$ cat config.mk
export PLATFORM = sky130hd
export DESIGN_NAME = fetch_interrupt_latch
export DESIGN_NICKNAME = d
export VERILOG_FILES = /design/src/rtl/fetch_interrupt_latch_pkg.sv /design/src/rtl/fetch_interrupt_latch_interrupt_input_sync.sv /design/src/rtl/fetch_interrupt_latch.sv
export SDC_FILE = /design/constraint.sdc
export NUM_CORES = 1
export LEC_CHECK = 0
export CORE_ASPECT_RATIO = 1.2
export CORE_MARGIN = 3
export CORE_UTILIZATION = 40
export CTS_CLUSTER_SIZE = 14
export DETAILED_ROUTE_END_ITERATION = 8
export DONT_BUFFER_PORTS = 1
export GPL_TIMING_DRIVEN = 0
export HOLD_SLACK_MARGIN = 0.02
export PLACE_DENSITY = 0.64
export RECOVER_POWER = 25
export REMOVE_ABC_BUFFERS = 1
export SLEW_MARGIN = 10
export SYNTH_ARGS = -nofsm -noshare
export SYNTH_HDL_FRONTEND = slang
export SYNTH_SLANG_ARGS = --single-unit
$ cat constraint.sdc
create_clock -name clk -period 1.2 [get_ports clk]
set_input_delay 0.12 -clock clk [delete_from_list [all_inputs] [get_ports clk]]
set_output_delay 0.12 -clock clk [all_outputs]
set_load 0.01 [all_outputs]
$ cat src/rtl/fetch_interrupt_latch_pkg.sv
// Shared control-logic definitions: interrupt kinds, the injected BRK opcode
// and the vector addresses the state machine jumps through.
package fetch_interrupt_latch_pkg;

  typedef enum logic [1:0] {
    KIND_NONE  = 2'd0,
    KIND_RESET = 2'd1,
    KIND_NMI   = 2'd2,
    KIND_IRQ   = 2'd3
  } interruptKind_e;

  localparam logic [7:0]  BRK_OPCODE = 8'h00;
  localparam logic [15:0] VEC_NMI    = 16'hFFFA;
  localparam logic [15:0] VEC_RESET  = 16'hFFFC;
  localparam logic [15:0] VEC_IRQ    = 16'hFFFE;

  // Software BRK (kind NONE) shares the IRQ vector.
  function automatic logic [15:0] vectorFor(interruptKind_e kind);
    case (kind)
      KIND_RESET: return VEC_RESET;
      KIND_NMI:   return VEC_NMI;
      default:    return VEC_IRQ;
    endcase
  endfunction

endpackage

$ cat src/rtl/fetch_interrupt_latch_interrupt_input_sync.sv
// Interrupt pin conditioning: optional 2-flop synchronizers (INTERRUPT_SYNC_EN)
// followed by the NMI falling-edge detector and the IRQ level output.
module interrupt_input_sync (
  input  logic clk,
  input  logic rst,
  input  logic nmi_n,
  input  logic irq_n,
  output logic nmiEdge,
  output logic irqLevel
);

  logic nmiIn;
  logic irqIn;
  logic nmiPrev_q;

`ifdef INTERRUPT_SYNC_EN
  logic [1:0] nmiSync_q;
  logic [1:0] irqSync_q;

  // Synchronizers reset to the inactive (high) pin level.
  always_ff @(posedge clk or posedge rst) begin
    if (rst) begin
      nmiSync_q <= 2'b11;
      irqSync_q <= 2'b11;
    end else begin
      nmiSync_q <= {nmiSync_q[0], nmi_n};
      irqSync_q <= {irqSync_q[0], irq_n};
    end
  end

  assign nmiIn = nmiSync_q[1];
  assign irqIn = irqSync_q[1];
`else
  assign nmiIn = nmi_n;
  assign irqIn = irq_n;
`endif

  always_ff @(posedge clk or posedge rst) begin
    if (rst) begin
      nmiPrev_q <= 1'b1;
    end else begin
      nmiPrev_q <= nmiIn;
    end
  end

  assign nmiEdge  = nmiPrev_q & ~nmiIn;
  assign irqLevel = ~irqIn;

endmodule

$ cat src/rtl/fetch_interrupt_latch.sv
// Opcode fetch latch with reset/NMI/IRQ BRK injection and registered RDY.
// Build option: INTERRUPT_SYNC_EN adds pin synchronizers in interrupt_input_sync.
module fetch_interrupt_latch
  import fetch_interrupt_latch_pkg::*;
(
  input  logic        clk,
  input  logic        rst,
  input  logic [7:0]  dataBus,
  input  logic        ready,
  input  logic        getInstruction,
  input  logic        nmi_n,
  input  logic        irq_n,
  input  logic        irqMask,
  output logic [7:0]  opcode,
  output logic        injectBrk,
  output logic [1:0]  interruptKind,
  output logic [15:0] vectorAddr,
  output logic        enableFFs
);

  logic           nmiEdge;
  logic           irqLevel;
  logic           irqReq;
  logic           fetch;

  logic           readyQ_q;
  logic [7:0]     opcode_q, opcode_d;
  logic           injectBrk_q, injectBrk_d;
  interruptKind_e kind_q, kind_d;
  logic           resetPending_q, resetPending_d;
  logic           nmiPending_q, nmiPending_d;

  interrupt_input_sync u_sync (
    .clk      (clk),
    .rst      (rst),
    .nmi_n    (nmi_n),
    .irq_n    (irq_n),
    .nmiEdge  (nmiEdge),
    .irqLevel (irqLevel)
  );

  assign irqReq = irqLevel & ~irqMask;
  assign fetch  = getInstruction & readyQ_q;

  // Priority reset > NMI > IRQ > normal; a new NMI edge overrides the clear.
  always_comb begin
    opcode_d       = opcode_q;
    injectBrk_d    = injectBrk_q;
    kind_d         = kind_q;
    resetPending_d = resetPending_q;
    nmiPending_d   = nmiPending_q;
    if (fetch) begin
      if (resetPending_q) begin
        opcode_d       = BRK_OPCODE;
        injectBrk_d    = 1'b1;
        kind_d         = KIND_RESET;
        resetPending_d = 1'b0;
      end else if (nmiPending_q) begin
        opcode_d     = BRK_OPCODE;
        injectBrk_d  = 1'b1;
        kind_d       = KIND_NMI;
        nmiPending_d = 1'b0;
      end else if (irqReq) begin
        opcode_d    = BRK_OPCODE;
        injectBrk_d = 1'b1;
        kind_d      = KIND_IRQ;
      end else begin
        opcode_d    = dataBus;
        injectBrk_d = 1'b0;
        kind_d      = KIND_NONE;
      end
    end
    if (nmiEdge) begin
      nmiPending_d = 1'b1;
    end
  end

  always_ff @(posedge clk or posedge rst) begin
    if (rst) begin
      readyQ_q       <= 1'b0;
      opcode_q       <= BRK_OPCODE;
      injectBrk_q    <= 1'b0;
      kind_q         <= KIND_NONE;
      resetPending_q <= 1'b1;
      nmiPending_q   <= 1'b0;
    end else begin
      readyQ_q       <= ready;
      opcode_q       <= opcode_d;
      injectBrk_q    <= injectBrk_d;
      kind_q         <= kind_d;
      resetPending_q <= resetPending_d;
      nmiPending_q   <= nmiPending_d;
    end
  end

  assign opcode        = opcode_q;
  assign injectBrk     = injectBrk_q;
  assign interruptKind = kind_q;
  assign vectorAddr    = vectorFor(kind_q);
  assign enableFFs     = readyQ_q;

endmodule

==> Flow_metrics.wiki, run 1 <==
{| class="wikitable"
! Metric !! Value
|-
| Result of the run || complete, no violations
|-
| Final cell area excluding filler cells || roughly 800 sq um
|-
| Crit-path cells || and3b_4, a32o_1
|-
| Cell area power density || between 1000 and 1500 nW/um^2
|-
| Ratio of cells with drive above 1 in the final layout || about an eighth
|-
| Placed cell count || 71
|-
| Post-place instance area || around 640 sq um
|-
| HPWL after DPL || a little under 900 um
|-
| Core area || 1540 sq um
|-
| Clock latency on the worst-skew pair || roughly 0.28 ns
|-
| Synthesized-area fraction occupied by adder cells || 0%
|-
| Total clock buffers created by CTS || 3
|-
| CTS root buffer || sky130_fd_sc_hd__clkbuf_4
|-
| Crit-path max FO || 12
|-
| Compound-Gate Fraction of Synth Area || a little under a fifth
|-
| Antenna diode count || 0
|-
| Simple-gate share of the synthesized area || 5.91%
|-
| Post-route worst hold slack || ~0.031 ns
|-
| Net count of the finished layout || between 80 and 90
|-
| FF+latch count, synth || 15
|-
| Sequential area share after synthesis || roughly 54%
|-
| Maximum capacitance violations || 0
|-
| Worst setup slack after placement || between 0.06 and 0.07 ns
|-
| Leakage Power || ~0.37 nW
|-
| Initial antenna violation count || 0
|-
| Dominant cell type by area after synthesis || sky130_fd_sc_hd__dfrtp_1
|-
| Final core area utilization || between 50 and 60%
|-
| CTS tree || done
|-
| Final standard cell count with taps included and fillers excluded || 88
|-
| Cell types occupying the most area after synthesis || sky130_fd_sc_hd__dfrtp_1, sky130_fd_sc_hd__buf_4, sky130_fd_sc_hd__a32o_1, sky130_fd_sc_hd__dfstp_2, sky130_fd_sc_hd__buf_6
|-
| Final hold violation count || 0
|-
| Number of buffers on the longest clock path || 2
|-
| Die Span Y || 51.8 um
|-
| Pin count of the biggest net entering global routing || 16
|-
| Synth warnings || 0
|-
| Global-route wire length before repair || 2.12 mm
|-
| Relative area change from synthesis to final layout || 14.2%
|-
| DR vias/cell || approximately 5.2
|-
| Largest stage delay, worst path || approximately 0.53 ns
|-
| Final clock skew || around 0.0051 ns
|-
| Synthesized instance count || a little under 60
|-
| Final critical-path share of the clock period || between 90% and 100%
|-
| Worst setup EP type || register
|-
| Vias || roughly 460
|-
| Crit start category || register
|-
| Fmax || about 0.86 GHz
|-
| Power Total || 1.06 mW
|-
| Total routed wirelength || roughly 1.4 mm
|-
| Mean cell area of the mapped netlist || 12.0 sq um
|-
| Path type of the worst min-delay path || primary input to register
|-
| Count of TritonRoute iterations in the first routing pass || 4
|-
| Floorplan die area || approximately 2300 sq um
|-
| Path type of the worst setup path || register to register
|-
| Boundary pin count || 43
|-
| Area share of xor/xnor cells in the synthesized design || 0%
|-
| Worst-path clk slew || 0.09 ns
|-
| Synthesized area || 698 sq um
|-
| Transition time at the pin with the least slew margin || between 0.5 and 0.6 ns
|-
| Number of rows in the core area || 15
|-
| Setup Viol. Count Final || 0
|-
| Data arrival, critical path || approximately 1.3 ns
|-
| Final Worst Setup Slack || between 0.04 and 0.05 ns
|-
| Number of global-route vias before repair || 483
|-
| Clock period minus final worst setup slack || ~1.2 ns
|-
| Worst IR Drop VDD || approximately 1000 uV
|-
| Gr ovfl total || 0
|-
| Worst endpoint required time || about 1.4 ns
|-
| Library cell contributing the largest single delay on the critical path || sky130_fd_sc_hd__dfstp_2
|-
| Final slew viol count || 0
|-
| Number of DRC markers after the initial detailed-route iteration || 7
|-
| Number of sinks handled by clock tree synthesis || 15
|-
| Antenna viol nets, final || 0
|-
| Drt wl/cell || around 16 um
|-
| Count of different cell masters after synthesis || 17
|-
| Number of buffers added on ports || 0
|-
| Main combinational cell family by area after synthesis || buffers and inverters
|-
| Width of the chip || 44.1 um
|-
| Routability-driven placement congestion ratio || 0.627
|-
| Aggregate negative setup slack || 0 ns
|-
| Headroom to the max-slew limit || 64.3%
|-
| Effective utilization at floorplan || 45.4%
|-
| Buffers inserted by post-CTS timing repair || 0
|-
| CTS H-tree lvls || 1
|-
| Setup repair after global routing missed its margin || no
|-
| Slack of the worst reg-to-reg path || around 0.042 ns
|-
| Global routing usage summed across all routing layers || between 10% and 20%
|-
| Fill count || 138
|-
| Top cell type's share of synthesized area || between 40% and 50%
|-
| DRC violation count after routing || 0
|-
| Multiplexer share of the synthesized area || 0%
|}
## timing repair
item	4_1_cts	5_1_grt
setup endpoints to repair	0	9
resized for setup	0	2
hold buffers	13	0
endpoints found under the hold margin	25	0
## synthesized netlist by cell type, drive strengths merged
| cell type | count |
|---|---|
| buf | 16 |
| a32o | 8 |
| dfrtp | 13 |
| and2 | 1 |
| dfstp | 2 |
| a22o | 1 |
| o22ai | 1 |
| a21oi | 4 |
| o21bai | 1 |
| inv | 3 |
| and3b | 1 |
| o21ba | 1 |
| or3 | 1 |
| conb | 2 |
| nand2b | 2 |
| nand2 | 1 |
## critical path, delay by kind of cell, from the launching register on
family | cells | cell delay [ns]
AOI/OAI and AO/OA | 1 | 0.27
DFF | 1 | 0.53
and+or+nand+nor | 1 | 0.25
## cell usage in the layout (no fill, tap or decap)
cell / n
sky130_fd_sc_hd__a21oi_1: 4
sky130_fd_sc_hd__dlygate4sd3_1: 13
sky130_fd_sc_hd__o21ba_2: 1
sky130_fd_sc_hd__conb_1: 14
sky130_fd_sc_hd__o22ai_1: 1
sky130_fd_sc_hd__clkbuf_4: 3
sky130_fd_sc_hd__inv_1: 3
sky130_fd_sc_hd__and2_1: 1
sky130_fd_sc_hd__nand2b_1: 2
sky130_fd_sc_hd__and3b_4: 1
sky130_fd_sc_hd__a32o_1: 8
sky130_fd_sc_hd__o21bai_1: 1
sky130_fd_sc_hd__or3_1: 1
sky130_fd_sc_hd__dfrtp_1: 13
sky130_fd_sc_hd__clkinv_2: 1
sky130_fd_sc_hd__a22o_1: 1
sky130_fd_sc_hd__dfstp_2: 2
sky130_fd_sc_hd__nand2_2: 1
## worst paths after layout
kind | start | to | depth (start not counted)
hold / removal | getInstruction | interruptKind[0] | 2
max in group asynchronous | rst | u_sync.nmiPrev_q | 2
setup / recovery | resetPending_q | opcode[6] | 2
setup reg to reg | resetPending_q | opcode[6] | 2
min in group asynchronous | rst | enableFFs | 2
hold reg to reg | resetPending_q | resetPending_q | 1
## power by group
group / total, mW / leakage (nW) / switching [mW] / internal, mW
clock network: 0.282 / 0.0177 / 0.158 / 0.124
registers: 0.618 / 0.185 / 0.0619 / 0.556
logic: 0.157 / 0.166 / 0.0826 / 0.0745
## flip-flops by register name, indices dropped and copies added, names as in the netlist
register,cells
enableFFs,1
injectBrk,1
interruptKind,2
nmiPending_q,1
opcode,8
resetPending_q,1
u_sync.nmiPrev_q,1
## cell families after synthesis
family                 Yosys count
buffers and inverters           19
AOI/OAI and AO/OA               16
DFF                             15
and+or+nand+nor                  6
other                            2
## layer usage
layer	track usage, %	vias to the layer above	share of wire (%)
met2	23.5	33	56
met5	0	-	0
met3	4.50	3	11
li1	-	201	-
met1	13.1	221	31
met4	6.03	0	1.7
## area by class of cell
| cell class | count | area [sq um] | area share [%] |
|---|---|---|---|
| sequential | 15 | 378 | 47.4 |
| multi-input combinational | 36 | 229 | 28.7 |
| timing repair buffer | 13 | 130 | 16.3 |
| clock buffer | 3 | 22.5 | 2.83 |
| tap | 17 | 21.3 | 2.67 |
| inverter | 3 | 11.3 | 1.41 |
| clock inverter | 1 | 5.00 | 0.628 |
(Power assumes the default switching activity.)
==> run 2, diff against run 1 <==
ABC_AREA = 1   (was unset)
==> Flow_metrics.wiki, run 2 <==
{| class="wikitable"
! Metric !! Value
|-
| Number of sinks handled by clock tree synthesis || 15 (unchanged)
|-
| Aggregate negative setup slack || 0 ns (unchanged)
|-
| Buffers inserted by post-CTS timing repair || 0 (unchanged)
|-
| Slack of the worst reg-to-reg path || 0.12 ns (+0.08 ns)
|-
| Number of DRC markers after the initial detailed-route iteration || 4 (-3)
|-
| Final clock skew || 0.00923 ns (+0.00418 ns)
|-
| Worst setup EP type || primary output
|-
| CTS tree || done
|-
| Crit start category || register
|-
| Prevailing post-synth register cell || sky130_fd_sc_hd__dfrtp_1
|-
| Async set-reset flop share out of synthesis || 100% (unchanged)
|-
| Relative contribution of combinational cells to total power || 15.1% (+0.2 points)
|-
| Headroom to the max-slew limit || 63.9% (-0.47 points)
|-
| End of the worst register-to-register path || opcode[5]
|-
| Pin count of the biggest net entering global routing || 16 (unchanged)
|-
| Routability-driven placement congestion ratio || 0.686 (+9.4%)
|-
| Total clock buffers created by CTS || 3 (unchanged)
|-
| Count of different cell masters after synthesis || 16 (-1)
|-
| Number of buffers added on ports || 0 (unchanged)
|-
| Net count of the finished layout || 106 (+22%)
|-
| Crit-path max FO || 4 (-8)
|-
| Final hold violation count || 0 (unchanged)
|-
| Total routed wirelength || 1.23 mm (-12%)
|-
| DR vias/cell || 4.51 (-13%)
|-
| Clock latency on the worst-skew pair || 0.27 ns (about the same)
|-
| CTS root buffer || sky130_fd_sc_hd__clkbuf_4
|-
| Leakage Power || 0.422 nW (+14%)
|-
| Internal power summed over all cells || 747 uW (-0.89%)
|-
| Destination of the worst hold path || interruptKind[0]
|-
| HPWL after DPL || 910 um (+4.8%)
|-
| Final slew viol count || 0 (unchanged)
|-
| Width of the chip || 44.5 um (+0.84%)
|-
| Dominant cell type by area after synthesis || sky130_fd_sc_hd__dfrtp_1
|-
| Top cell type's share of synthesized area || 45.7% (-0.90 points)
|-
| CTS H-tree lvls || 1 (unchanged)
|-
| Transition time at the pin with the least slew margin || 0.542 ns (+0.00699 ns)
|-
| Setup repair after global routing missed its margin || no
|-
| Antenna diode count || 0 (unchanged)
|-
| Synth warnings || 0 (unchanged)
|-
| Antenna viol nets, final || 0 (unchanged)
|-
| Max FFs per register || 8 (unchanged)
|-
| Fmax || 0.904 GHz (+4.7%)
|-
| Cell types occupying the most area after synthesis || sky130_fd_sc_hd__dfrtp_1, sky130_fd_sc_hd__buf_4, sky130_fd_sc_hd__nand2_1, sky130_fd_sc_hd__dfstp_2, sky130_fd_sc_hd__nand3_1
|-
| Number of global-route vias before repair || 432 (-11%)
|-
| Final standard cell count with taps included and fillers excluded || 108 (+23%)
|-
| Synthesized area || 712 sq um (+2.0%)
|-
| Initial antenna violation count || 0 (unchanged)
|-
| Setup Viol. Count Final || 0 (unchanged)
|-
| Ratio of cells with drive above 1 in the final layout || 10.0% (-2.7 points)
|-
| Final cell area excluding filler cells || 802 sq um (+0.63%)
|-
| Relative area change from synthesis to final layout || 12.7%
|-
| Commonest cells in the netlist || sky130_fd_sc_hd__nand2_1, sky130_fd_sc_hd__buf_4, sky130_fd_sc_hd__dfrtp_1
|-
| Count of TritonRoute iterations in the first routing pass || 4 (unchanged)
|-
| Floorplan die area || 2320 sq um (+1.7%)
|-
| Number of buffers on the longest clock path || 2 (unchanged)
|-
| Drt wl/cell || 11.3 um (-28%)
|-
| Worst hold stages || 3 (+1)
|-
| Worst reg2reg path depth || 4 (+2)
|-
| Cell area power density || 1300 nW/um^2 (-1.8%)
|-
| Path type of the worst min-delay path || primary input to register
|-
| Number of rows in the core area || 16 (+1)
|-
| Most common cell after layout, fill and taps aside || sky130_fd_sc_hd__nand2_1
|-
| Placed cell count || 93 (+31%)
|-
| Core area || 1660 sq um (+8.0%)
|-
| Worst-path clk slew || 0.08 ns (about the same)
|-
| Leading cell type by number of instances after synthesis || sky130_fd_sc_hd__nand2_1
|-
| Data arrival, critical path || 0.99 ns (-0.34 ns)
|-
| DRC violation count after routing || 0 (unchanged)
|-
| Switching fraction of total power || 28.4% (-0.24 points)
|-
| Vias || 487 (+6.3%)
|-
| Top library cells by usage in the layout, fill and taps aside || sky130_fd_sc_hd__nand2_1, sky130_fd_sc_hd__conb_1, sky130_fd_sc_hd__dfrtp_1, sky130_fd_sc_hd__dlygate4sd3_1, sky130_fd_sc_hd__nand3_1
|-
| Final core area utilization || 48.3% (-3.5 points)
|-
| Startpoint of the most critical register-to-register path || enableFFs
|-
| Global-route wire length before repair || 1.82 mm (-14%)
|-
| Mean cell area of the mapped netlist || 9.13 sq um (-24%)
|-
| Effective utilization at floorplan || 42.8% (-2.5 points)
|-
| Worst IR Drop VDD || 545 uV (-45%)
|-
| Worst endpoint required time || 1.08 ns (-0.29 ns)
|-
| Result of the run || complete, no violations
|-
| Crit-path cells || or2_4
|-
| Maximum capacitance violations || 0 (unchanged)
|-
| CP delay by family, top || flip-flops
|-
| Reg power frac || 59.1% (+0.6 points)
|-
| Largest stage delay, worst path || 0.44 ns (-0.09 ns)
|-
| Switching component of the power || 296 uW (-2.0%)
|-
| Number of synthesized flops with an enable pin || 0 (unchanged)
|-
| Synthesized instance count || 78 (+34%)
|-
| Boundary pin count || 43 (unchanged)
|-
| Final critical-path share of the clock period || 92.1% (-4.4 points)
|-
| Library cell contributing the largest single delay on the critical path || sky130_fd_sc_hd__dfrtp_1
|-
| Die Span Y || 52.2 um (+0.87%)
|-
| Clock period minus final worst setup slack || 1.11 ns (-0.0525 ns)
|-
| Path type of the worst setup path || register to primary output
|-
| FF+latch count, synth || 15 (unchanged)
|-
| CP bufs+invs || 0 (unchanged)
|-
| Critical hold path startpoint || irq_n
|-
| Post-place instance area || 663 sq um (+4.1%)
|-
| Global routing usage summed across all routing layers || 10.6% (-2.5 points)
|-
| Clock power frac || 25.8% (-0.9 points)
|-
| Post-route worst hold slack || 0.0288 ns (-0.00240 ns)
|-
| Gr ovfl total || 0 (unchanged)
|-
| Sequential area share after synthesis || 53.1% (-1.0 points)
|}
-- run 2: worst max path at each step --
| stage | cells after the start | end | slack (ns) | start |
|---|---|---|---|---|
| global route | 4 | opcode[3] | 0.02 | enableFFs |
| CTS | 1 | vectorAddr[2] | 0.02 | interruptKind[0] |
| global placement | 4 | opcode[6] | 0.15 | enableFFs |
| detailed placement | 4 | opcode[5] | 0.11 | enableFFs |
| floorplan | 4 | opcode[0] | 0.27 | enableFFs |
| finish | 1 | vectorAddr[2] | 0.09 | interruptKind[0] |
-- run 2: cell families after synthesis --
logic type / Yosys count / share of synthesized area (%)
and+or+nand+nor: 35 / 22.7
buffers and inverters: 21 / 19.5
DFF: 15 / 53.1
AOI/OAI and AO/OA: 5 / 3.69
other: 2 / 1.05
-- run 2: repair_timing --
action | 4_1_cts | 5_1_grt
endpoints found under the setup margin | 0 | 1
hold endpoints to repair | 24 | 0
hold buffers | 11 | 0
gates resized for setup | 0 | 1
-- run 2: layout make-up --
| cell class | count | area (sq um) |
|---|---|---|
| flip-flops and latches | 15 | 378 |
| clock buffers | 4 | 26.3 |
| multi-input cells | 54 | 243 |
| fillers | 161 | 860 |
| repair buffers | 11 | 110 |
| well taps | 18 | 22.5 |
| inverters | 6 | 22.5 |
-- run 2: layer usage --
layer	vias up	part of all wire, %	track usage (%)	wire length, um
li1	236	-	-	-
met3	2	8.8	1.37	108
met2	24	52	17.0	643
met5	-	0	0	0
met4	0	1.4	6.03	17
met1	225	37	13.5	457
-- run 2: per-stage QoR --
stage	total power, mW	setup WS (ns)
CTS	1.05	0.0172
global placement	0.748	0.145
global route	1.11	0.0186
finish	1.04	0.0943
floorplan	0.725	0.272
detailed placement	0.753	0.115
-- run 2: power groups by stage --
stage / Clock (mW) / Combinational [mW] / Sequential (mW)
6_report: 0.270 / 0.157 / 0.617
4_1_cts: 0.280 / 0.156 / 0.618
3_3_place_gp: 0 / 0.122 / 0.626
5_1_grt: 0.305 / 0.177 / 0.625
2_1_floorplan: 0 / 0.107 / 0.618
3_5_place_dp: 0 / 0.126 / 0.627
==> run 3, diff against run 2 <==
ABC_AREA = unset   (was 1)
PLACE_DENSITY = unset   (was 0.64)
PLACE_DENSITY_LB_ADDON = 0.15   (was unset)
==> Flow_metrics.wiki, run 3 (same netlist as run 1, synthesis figures left out) <==
{| class="wikitable"
! Metric !! Value
|-
| DRC violation count after routing || 0 (unchanged)
|-
| Post-route worst hold slack || 0.0363 ns (+0.00743 ns)
|-
| Floorplan die area || 2280 sq um (-1.7%)
|-
| Routability-driven placement congestion ratio || 0.625 (-8.9%)
|-
| Final critical-path share of the clock period || 95.1% (+3.0 points)
|-
| Total routed wirelength || 1.28 mm (+4.3%)
|-
| Antenna diode count || 0 (unchanged)
|-
| Setup Viol. Count Final || 0 (unchanged)
|-
| Crit-path max FO || 12 (+8)
|-
| Max FFs per register || 8 (unchanged)
|-
| Number of buffers added on ports || 0 (unchanged)
|-
| Path type of the worst min-delay path || primary input to register
|-
| Worst-path clk slew || 0.09 ns (about the same)
|-
| Final hold violation count || 0 (unchanged)
|-
| Count of TritonRoute iterations in the first routing pass || 4 (unchanged)
|-
| Ratio of cells with drive above 1 in the final layout || 11.1% (+1.1 points)
|-
| Path type of the worst setup path || register to register
|-
| Antenna viol nets, final || 0 (unchanged)
|-
| Global-route wire length before repair || 1.98 mm (+8.7%)
|-
| Maximum capacitance violations || 0 (unchanged)
|-
| Data arrival, critical path || 1.32 ns (+0.33 ns)
|-
| Top library cells by usage in the layout, fill and taps aside || sky130_fd_sc_hd__conb_1, sky130_fd_sc_hd__dlygate4sd3_1, sky130_fd_sc_hd__dfrtp_1, sky130_fd_sc_hd__a32o_1, sky130_fd_sc_hd__a21oi_1
|-
| Die Span Y || 51.8 um (-0.86%)
|-
| Number of global-route vias before repair || 425 (-1.6%)
|-
| Largest stage delay, worst path || 0.53 ns (+0.09 ns)
|-
| Final slew viol count || 0 (unchanged)
|-
| Clock period minus final worst setup slack || 1.14 ns (+0.0357 ns)
|-
| Number of rows in the core area || 15 (-1)
|-
| Initial antenna violation count || 0 (unchanged)
|-
| Final standard cell count with taps included and fillers excluded || 89 (-18%)
|-
| DR vias/cell || 5.19 (+15%)
|-
| HPWL after DPL || 856 um (-5.9%)
|-
| Leakage Power || 0.370 nW (-12%)
|-
| Placed cell count || 71 (-24%)
|-
| Number of DRC markers after the initial detailed-route iteration || 13 (+9)
|-
| Worst IR Drop VDD || 577 uV (+6.0%)
|-
| CTS H-tree lvls || 1 (unchanged)
|-
| Final clock skew || 0.00265 ns (-0.00658 ns)
|-
| Number of buffers on the longest clock path || 2 (unchanged)
|-
| CP bufs+invs || 0 (unchanged)
|-
| Clock latency on the worst-skew pair || 0.28 ns (about the same)
|-
| Buffers inserted by post-CTS timing repair || 0 (unchanged)
|-
| Crit start category || register
|-
| Number of sinks handled by clock tree synthesis || 15 (unchanged)
|-
| Library cell contributing the largest single delay on the critical path || sky130_fd_sc_hd__dfstp_2
|-
| Gr ovfl total || 0 (unchanged)
|-
| Net count of the finished layout || 88 (-17%)
|-
| Global routing usage summed across all routing layers || 12.0% (+1.3 points)
|-
| Relative area change from synthesis to final layout || 15.4%
|-
| Total clock buffers created by CTS || 3 (unchanged)
|-
| Transition time at the pin with the least slew margin || 0.557 ns (+0.0159 ns)
|-
| Worst endpoint required time || 1.38 ns (+0.30 ns)
|-
| CP delay by family, top || flip-flops
|-
| CTS root buffer || sky130_fd_sc_hd__clkbuf_4
|-
| Width of the chip || 44.1 um (-0.83%)
|-
| Aggregate negative setup slack || 0 ns (unchanged)
|-
| Worst setup EP type || register
|-
| Cell area power density || 1320 nW/um^2 (+1.4%)
|-
| Effective utilization at floorplan || 45.4% (+2.5 points)
|-
| Result of the run || complete, no violations
|-
| Setup repair after global routing missed its margin || no
|-
| Fmax || 0.876 GHz (-3.1%)
|-
| Vias || 462 (-5.1%)
|-
| CTS tree || done
|-
| Core area || 1540 sq um (-7.4%)
|-
| Drt wl/cell || 14.4 um (+27%)
|-
| Fill count || 148 (-8.1%)
|-
| Boundary pin count || 43 (unchanged)
|-
| Crit-path cells || and3b_4, a32o_1
|-
| Headroom to the max-slew limit || 62.8% (-1.1 points)
|-
| Pin count of the biggest net entering global routing || 16 (unchanged)
|}
run 3: changes by cell type in the layout (fill, tap and decap cells not counted), sizes merged, moves of 2 or more:
cell,before,now
nand2b,0,2
nand2,20,1
nor2,6,0
nand3,8,0
a21oi,2,4
inv,6,3
o21ai,2,0
a32o,0,8
dlygate4sd3,11,14
run 3: path summary, 6_finish.rpt:
kind	cells past startpoint	endpoint	slack, ns	from
setup / recovery	2	opcode[3]	0.06	resetPending_q
hold / removal	2	injectBrk	0.04	getInstruction
setup reg to reg	2	opcode[3]	0.06	resetPending_q
hold reg to reg	1	resetPending_q	0.49	resetPending_q
max in group asynchronous	2	u_sync.nmiPrev_q	0.51	rst
min in group asynchronous	2	opcode[0]	0.32	rst
run 3: timing repair:
action | CTS | global route
endpoints found under the setup margin | 0 | 9
resized for setup | 0 | 2
endpoints found under the hold margin | 25 | 0
hold buffers | 14 | 0
run 3: where the power goes:
part           switching (mW)  internal, mW  leakage (nW)  total [mW]
Sequential             0.0603         0.556         0.185       0.616
Clock                   0.161         0.129        0.0150       0.290
Combinational          0.0809        0.0763         0.170       0.157
Total                   0.302         0.761         0.370        1.06
run 3: per-layer routing:
metal | global-route usage [%] | part of all wire (%)
met5 | 0 | 0
met4 | 7.54 | 0.55
met3 | 3.81 | 11
met2 | 17.0 | 46
met1 | 15.5 | 41
run 3: stage by stage:
stage	utilization, %	power, mW	cell area (sq um)	setup slack [ns]
floorplan	-	0.719	616	0.122
global placement	41.4	0.744	637	0.0710
detailed placement	41.4	0.746	637	0.0506
CTS	52.2	1.07	803	0.0384
global route	52.4	1.10	806	0.0168
finish	52.4	1.06	806	0.0586
run 3: final cells by class:
cell class                      instances  area, sq um  area share [%]
Clock buffer                            4         26.3            3.26
Timing Repair Buffer                   14          140            17.4
Sequential cell                        15          378            46.9
Inverter                                3         11.3            1.40
Tap cell                               17         21.3            2.64
Multi-Input combinational cell         36          229            28.4
